--- src/rtl/key_led_ctrl.sv ---
// ---------------------------------------------------------------------------
// key_led_ctrl
//
// Multi-channel key-to-LED controller. Every raw push-button level is passed
// through a two-flop synchroniser and a counting debouncer. Each debounced
// press emits a one-cycle pulse and flips a per-channel toggle bit. The LED of
// each channel is driven, in a mode chosen per channel at run time, from the
// debounced level, the toggle bit, the toggle bit gated by a shared blink
// phase, or held dark.
//
// Parameters
//   CH         number of key/LED channels (1..16)
//   CNT_MAX    debounce count; a level must be seen CNT_MAX+1 times in a row
//   BLINK_MAX  blink half-period minus one, in clock cycles
//   KEY_ACT    level of key_in that means "pressed" (0 = active-low buttons)
//
// Ports
//   sys_clk    system clock, single clock domain
//   sys_rst    asynchronous active-high reset
//   key_in     raw asynchronous key levels, one bit per channel
//   mode       two bits per channel: 00 follow, 01 toggle, 10 blink, 11 off
//   led_out    registered LED drive, 1 = lit
//   key_flag   one-cycle pulse per debounced press
// ---------------------------------------------------------------------------
module key_led_ctrl #(
    parameter int CH        = 4,
    parameter int CNT_MAX   = 999_999,
    parameter int BLINK_MAX = 12_499_999,
    parameter int KEY_ACT   = 0
) (
    input  logic            sys_clk,
    input  logic            sys_rst,
    input  logic [CH-1:0]   key_in,
    input  logic [2*CH-1:0] mode,
    output logic [CH-1:0]   led_out,
    output logic [CH-1:0]   key_flag
);

    // Counters need at least one bit even when the count limit is zero.
    localparam int CW = (CNT_MAX > 0) ? $clog2(CNT_MAX + 1) : 1;
    localparam int BW = (BLINK_MAX > 0) ? $clog2(BLINK_MAX + 1) : 1;

    localparam logic          ACT        = (KEY_ACT != 0);
    localparam logic [CW-1:0] CNT_LAST   = CW'(CNT_MAX);
    localparam logic [BW-1:0] BLINK_LAST = BW'(BLINK_MAX);

    logic [CH-1:0] s1;
    logic [CH-1:0] s2;
    logic [CH-1:0] stable;
    logic [CH-1:0] tog;
    logic [CH-1:0] press;
    logic [CW-1:0] cnt [CH];
    logic [BW-1:0] bcnt;
    logic          ph;

    // Two-flop synchroniser. Reset parks both stages at the released level so
    // that nothing looks like a press right after reset.
    always_ff @(posedge sys_clk or posedge sys_rst) begin
        if (sys_rst) begin
            s1 <= {CH{~ACT}};
            s2 <= {CH{~ACT}};
        end else begin
            s1 <= key_in;
            s2 <= s1;
        end
    end

    // A press is the edge on which the debouncer is about to accept a pressed
    // level while the debounced level is still released. Releases never match.
    always_comb begin
        press = '0;
        for (int i = 0; i < CH; i++) begin
            press[i] = (s2[i] == ACT) && (stable[i] != ACT) && (cnt[i] == CNT_LAST);
        end
    end

    // Debounce counters, debounced levels, press pulses and toggle bits.
    // The counter restarts whenever the synchronised level falls back to the
    // debounced one, so any bounce forces a full new count.
    always_ff @(posedge sys_clk or posedge sys_rst) begin
        if (sys_rst) begin
            stable   <= {CH{~ACT}};
            tog      <= '0;
            key_flag <= '0;
            for (int i = 0; i < CH; i++) begin
                cnt[i] <= '0;
            end
        end else begin
            key_flag <= press;
            tog      <= tog ^ press;
            for (int i = 0; i < CH; i++) begin
                if (s2[i] == stable[i]) begin
                    cnt[i] <= '0;
                end else if (cnt[i] == CNT_LAST) begin
                    stable[i] <= s2[i];
                    cnt[i]    <= '0;
                end else begin
                    cnt[i] <= cnt[i] + CW'(1);
                end
            end
        end
    end

    // Shared blink generator: the phase flips each time the counter wraps, so
    // one full blink period is two counter laps.
    always_ff @(posedge sys_clk or posedge sys_rst) begin
        if (sys_rst) begin
            bcnt <= '0;
            ph   <= 1'b0;
        end else if (bcnt == BLINK_LAST) begin
            bcnt <= '0;
            ph   <= ~ph;
        end else begin
            bcnt <= bcnt + BW'(1);
        end
    end

    // Registered LED drive. The mode bits are used unregistered, so a mode
    // change shows up on the LED one edge later, and the toggle bit survives
    // mode changes.
    always_ff @(posedge sys_clk or posedge sys_rst) begin
        if (sys_rst) begin
            led_out <= '0;
        end else begin
            for (int i = 0; i < CH; i++) begin
                case (mode[2*i +: 2])
                    2'b00:   led_out[i] <= (stable[i] == ACT);
                    2'b01:   led_out[i] <= tog[i];
                    2'b10:   led_out[i] <= tog[i] & ph;
                    default: led_out[i] <= 1'b0;
                endcase
            end
        end
    end

endmodule

--- config.mk ---
export PLATFORM = sky130hd
export DESIGN_NAME = key_led_ctrl
export DESIGN_NICKNAME = d
export VERILOG_FILES = /design/src/rtl/key_led_ctrl.sv
export SDC_FILE = /design/constraint.sdc
export NUM_CORES = 1
export LEC_CHECK = 0
export ABC_AREA = 1
export CAP_MARGIN = 20
export CORE_MARGIN = 2
export CORE_UTILIZATION = 31
export CTS_BUF_LIST = sky130_fd_sc_hd__clkbuf_8 sky130_fd_sc_hd__clkbuf_16
export CTS_CLUSTER_DIAMETER = 120
export CTS_CLUSTER_SIZE = 25
export DETAILED_ROUTE_END_ITERATION = 10
export GPL_TIMING_DRIVEN = 0
export PLACE_DENSITY = 0.51
export RECOVER_POWER = 50
export SLEW_MARGIN = 20
export SYNTH_ARGS = -nofsm -noshare
export SYNTH_HDL_FRONTEND = slang
export SYNTH_SLANG_ARGS = --single-unit
--- constraint.sdc ---
create_clock -name sys_clk -period 12 [get_ports sys_clk]
set_input_delay 2.4 -clock sys_clk [delete_from_list [all_inputs] [get_ports sys_clk]]
set_output_delay 2.4 -clock sys_clk [all_outputs]
set_load 0.005 [all_outputs]
# Word-level counts from Yosys, hierarchy flattened
# Cells that the tools add are included.
[word_totals]
ff_bits = 129
latchBits = 0
mem_bits_rw = 0
romBits = 0
elab_cells = 84
n_memories = 0
[op_classes]
n_addsub = 5
multipliers = 0
div_mod_pow = 0
order_cmp = 0
n_eq_ne = 17
n_shift = 0
muxes = 13
n_bitwise = 18
n_reduce_logical = 16
[ops]
columns = ["op", "count"]
rows = [
  ["$mux 20", 8],
  ["$add 20x1->20 const B", 4],
  ["$eq 20x20->1 const B", 4],
  ["$add 24x1->24 const B", 1],
  ["$eq 24x24->1 const B", 1],
  ["$mux 24", 1],
  ["$not 1->1", 13],
  ["$pmux 1 s3", 4],
  ["$eq 2x1->1 const B", 4],
  ["$eq 2x2->1 const B", 4],
  ["$logic_and 1x1->1", 8],
  ["$logic_not 2->1", 4],
  ["$reduce_and 2->1", 4],
  ["$and 1x1->1", 4],
  ["$eq 1x1->1", 4],
  ["$xor 4x4->4", 1],
]

# Depth between registers and ports, before layout
[depth]
depth_word = 4
ltp_mapped = 10
depth_no_buf = 10

# Worst setup path before layout
# OpenSTA, ideal clock, no wires.
[synth_path]
path_type = "input -> register"
from = "input port mode[0]"
to = "register led_out[0]"
setup_ps = 130
t_arrival_ps = 2621
t_required_ps = 11870
slack_ps = 9249
cell_stages = 2
n_path_buf = 0
cell_sequence = "o21ai_0 > o32ai_1"
[synth_between]
elab_chain_cells = 2
elab_cells_between_ends = 4
cone_classes = "2 x eq/ne; 1 x mux; 1 x reduce/logical"
[synth_rtl]
columns = ["element", "line", "source"]
rows = [
  ["start, declared", "34", "input logic [2*CH-1:0] mode,"],
  ["$eq 2x2->1 (tied with other cells)", "126", "case (mode[2*i +: 2])"],
  ["$pmux 1 s3 *", "126", ""],
  ["end signal, assigned by index", "127", "2'b00: led_out[i] <= (stable[i] == ACT);"],
  ["end signal, assigned by index", "128", "2'b01: led_out[i] <= tog[i];"],
  ["end signal, assigned by index", "129", "2'b10: led_out[i] <= tog[i] & ph;"],
  ["end, declared", "35", "output logic [CH-1:0] led_out,"],
]
# Every way passes the cells marked *; elsewhere a longest branch is shown, timed or not.
# A chain may end at the register's enable or synchronous reset.

==> flow_summary.yaml <==
timing:
  rsz0062_at_grt: "false"
  slew-limit-headroom_pct: -93.4
  post-route-period-util_pct: 38.0
  drv_slew: 64
  skew_ns: 0.0113
  period_minus_slack_ns: 4.56
  hold_violations: 0
  fin_setup_tns_ns: 0
  fmax_ghz: 0.219
  worst_pin_slew_ns: 2.89
  finalSetupViolCount: 0
floorplanning:
  start_util_pct: 31.8
  io_pins: 22
  core_um2: 22000
  dieArea_um2: 23700
  die_x_um: 154
  rows: 54
  die_h_um: 154
route:
  wl_per_cell_um: 12.0
  drtIter0Drc: 284
  routed_wl_mm: 15.1
  first_pass_iters: 4
  top_layer: "met4"
  met1_length_mm: 7.47
  ant_nets: 0
  avgViaCountPerCell: 4.48
  wl_met3_um: 463
  route.detailed.drc: 0
  met2_length_mm: 6.86
  vias: 5654
global_route:
  grt_use_total_pct: 13.7
  antenna_found_initial: 0
  overflow: 0
  grt_start_max_net_pins: 67
  grt_pass1_wl_mm: 26.3
  grt_pass1_vias: 5426
synth:
  synthTopCellsByArea: "dfrtp_1, nand2_1, nor2_1"
  ys_types: 34
  avgSynthCellArea_um2: 7.52
  synth.largest_area_cell: "dfrtp_1"
  netlist_area_um2: 6970
  synth-warning-count: 0
  ys_ff_latch: 129
  synth_fp_nets: 950
  synth_cells: 927
  ys_seq_area_share_pct: 46.5
  synth_top_area_share_pct: 42.0
power:
  p_leak_nw: 3.53
  p_per_area_nw_per_um2: 122
  ir_drop_mv: 0.0735
critical_path:
  arrival_ns: 4.62
  cp_top_family: "buffers and inverters"
  crit_type: "primary input to async pin"
  startpoint_type: "primary input"
  path_cells: "dlygate4sd3_1 > clkinvlp_2"
  cp.required_ns: 12.06
  path_buf_inv: 2
  endpoint_kind: "async pin"
  worstPathMaxFanout: 64
  slowest_delay_ns: 1.63
  crit_path_top_delay_cell: "clkinvlp_2"
layout:
  layout-drive-gt1-share_pct: 6.93
  fin_util_pct: 36.7
  layout_common_cells: "nand2_1, nor2_1, inv_1"
  area_delta_synth_final_pct: 15.6
  finalNonFillerCells: 1261
  num_antenna_cells: 0
  nets: 991
clock_network:
  insertion_delay_ns: 0.42
  cts.path.max_buffers: 2
  numCtsBuffers: 17
  clock_sinks: 129
  cts_tree: "built"
  clk_pin_slew_ns: 0.06
  root_buffer: "clkbuf_16"
  htreeDepth: 4
  post-cts-setup-buffers: 0
  postCtsHoldBufs: 0
  cts-resized-gates: 0
run_status:
  violations: "max-capacitance violations, max-slew violations"
  status: "complete, but fails checks"
placement:
  place.gp.congestion: 0.832
  io_buffers: 21
  hpwl_mm: 11.1
  dp_cells: 1229
job:
  maxCapViolations: 1
min_path:
  hp-class: "flip-flop to flip-flop"
[final timing paths]
kind | startpoint | endpoint | slack, ns | cells after the start
min | s1[0] | s2[0] | 0.36 | 0
max | sys_rst | cnt[19] | 7.44 | 2
max reg2reg | s2[0] | cnt[78] | 10.03 | 8
min in group asynchronous | sys_rst | ph | 3.26 | 2
min reg2reg | s1[0] | s2[0] | 0.36 | 0
max in group sys_clk | led_out[0] | led_out[0] | 8.28 | 1
[flip-flops by register name, indices dropped and copies added, names as in the netlist, 4 cells and up]
name	flops
cnt	80
bcnt	24
key_flag	4
led_out	4
s1	4
s2	4
stable	4
tog	4
[cell type report]
cell class | instances | area (um2)
Multi-Input combinational cell | 670 | 3170
Sequential cell | 129 | 3240
Inverter | 124 | 468
Fill cell | 2294 | 13900
Buffer | 4 | 15.0
Clock inverter | 15 | 146
Tap cell | 280 | 350
Clock buffer | 17 | 425
Timing Repair Buffer | 22 | 238
[metrics by stage]
stage / total power [mW] / setup slack, ns / hold WS, ns / instance area [um2]
after floorplan: 0.470 / 6.18 / 0.345 / 6970
final: 0.981 / 7.44 / 0.357 / 8060
after global routing: 1.02 / 6.82 / 0.365 / 8060
after detailed placement: 0.486 / 8.35 / 0.349 / 7570
after global placement: 0.484 / 4.04 / 0.347 / 7530
after CTS: 0.998 / 8.23 / 0.357 / 8140
[layer usage]
metal,vias to the layer above,GRT usage (%)
met2,57,21.3
met4,0,6.36
li1,2999,-
met1,2574,18.3
met5,-,0
met3,24,2.90
[cell families (layout without fill, tap and decap cells)]
| group | Yosys count | in the layout | synth area share [%] |
|---|---|---|---|
| AO/OA/AOI/OAI | 54 | 54 | 4.38 |
| XOR/XNOR | 37 | 37 | 4.65 |
| adder cells (fa/ha/maj) | 9 | 9 | 1.61 |
| buffers and inverters | 128 | 182 | 6.91 |
| flip-flops | 129 | 129 | 46.5 |
| AND/OR/NAND/NOR | 570 | 570 | 36.0 |
[report_power, final]
| group | internal (mW) | leakage (nW) | total (mW) | switching (mW) |
|---|---|---|---|---|
| clock network | 0.304 | 0.274 | 0.505 | 0.201 |
| registers | 0.442 | 1.73 | 0.445 | 0.00335 |
| logic | 0.0110 | 1.52 | 0.0313 | 0.0202 |
[Yosys cell counts]
master    instances
a211oi_1          1
a21oi_1          19
a31oi_1           3
and2_1            1
clkbuf_1          4
clkinv_2          1
dfrtp_1         117
dfstp_2          12
ha_1              9
inv_1           121
inv_2             2
nand2_1         204
nand2_2           8
nand3_1          79
nand3_2           3
nand3_4           2
nand4_1          17
nor2_1          199
nor2_2           14
nor2_4            5
nor2b_1           2
nor2b_2           1
nor3_1           26
nor3_2            4
nor3b_1           4
nor4_1            1
o21a_1            4
o21ai_0          20
o21ai_1           1
o21bai_1          1
o22ai_1           1
o32ai_1           4
xnor2_1           7
xor2_1           30
No activity file was read; power rests on OpenSTA's default activity.
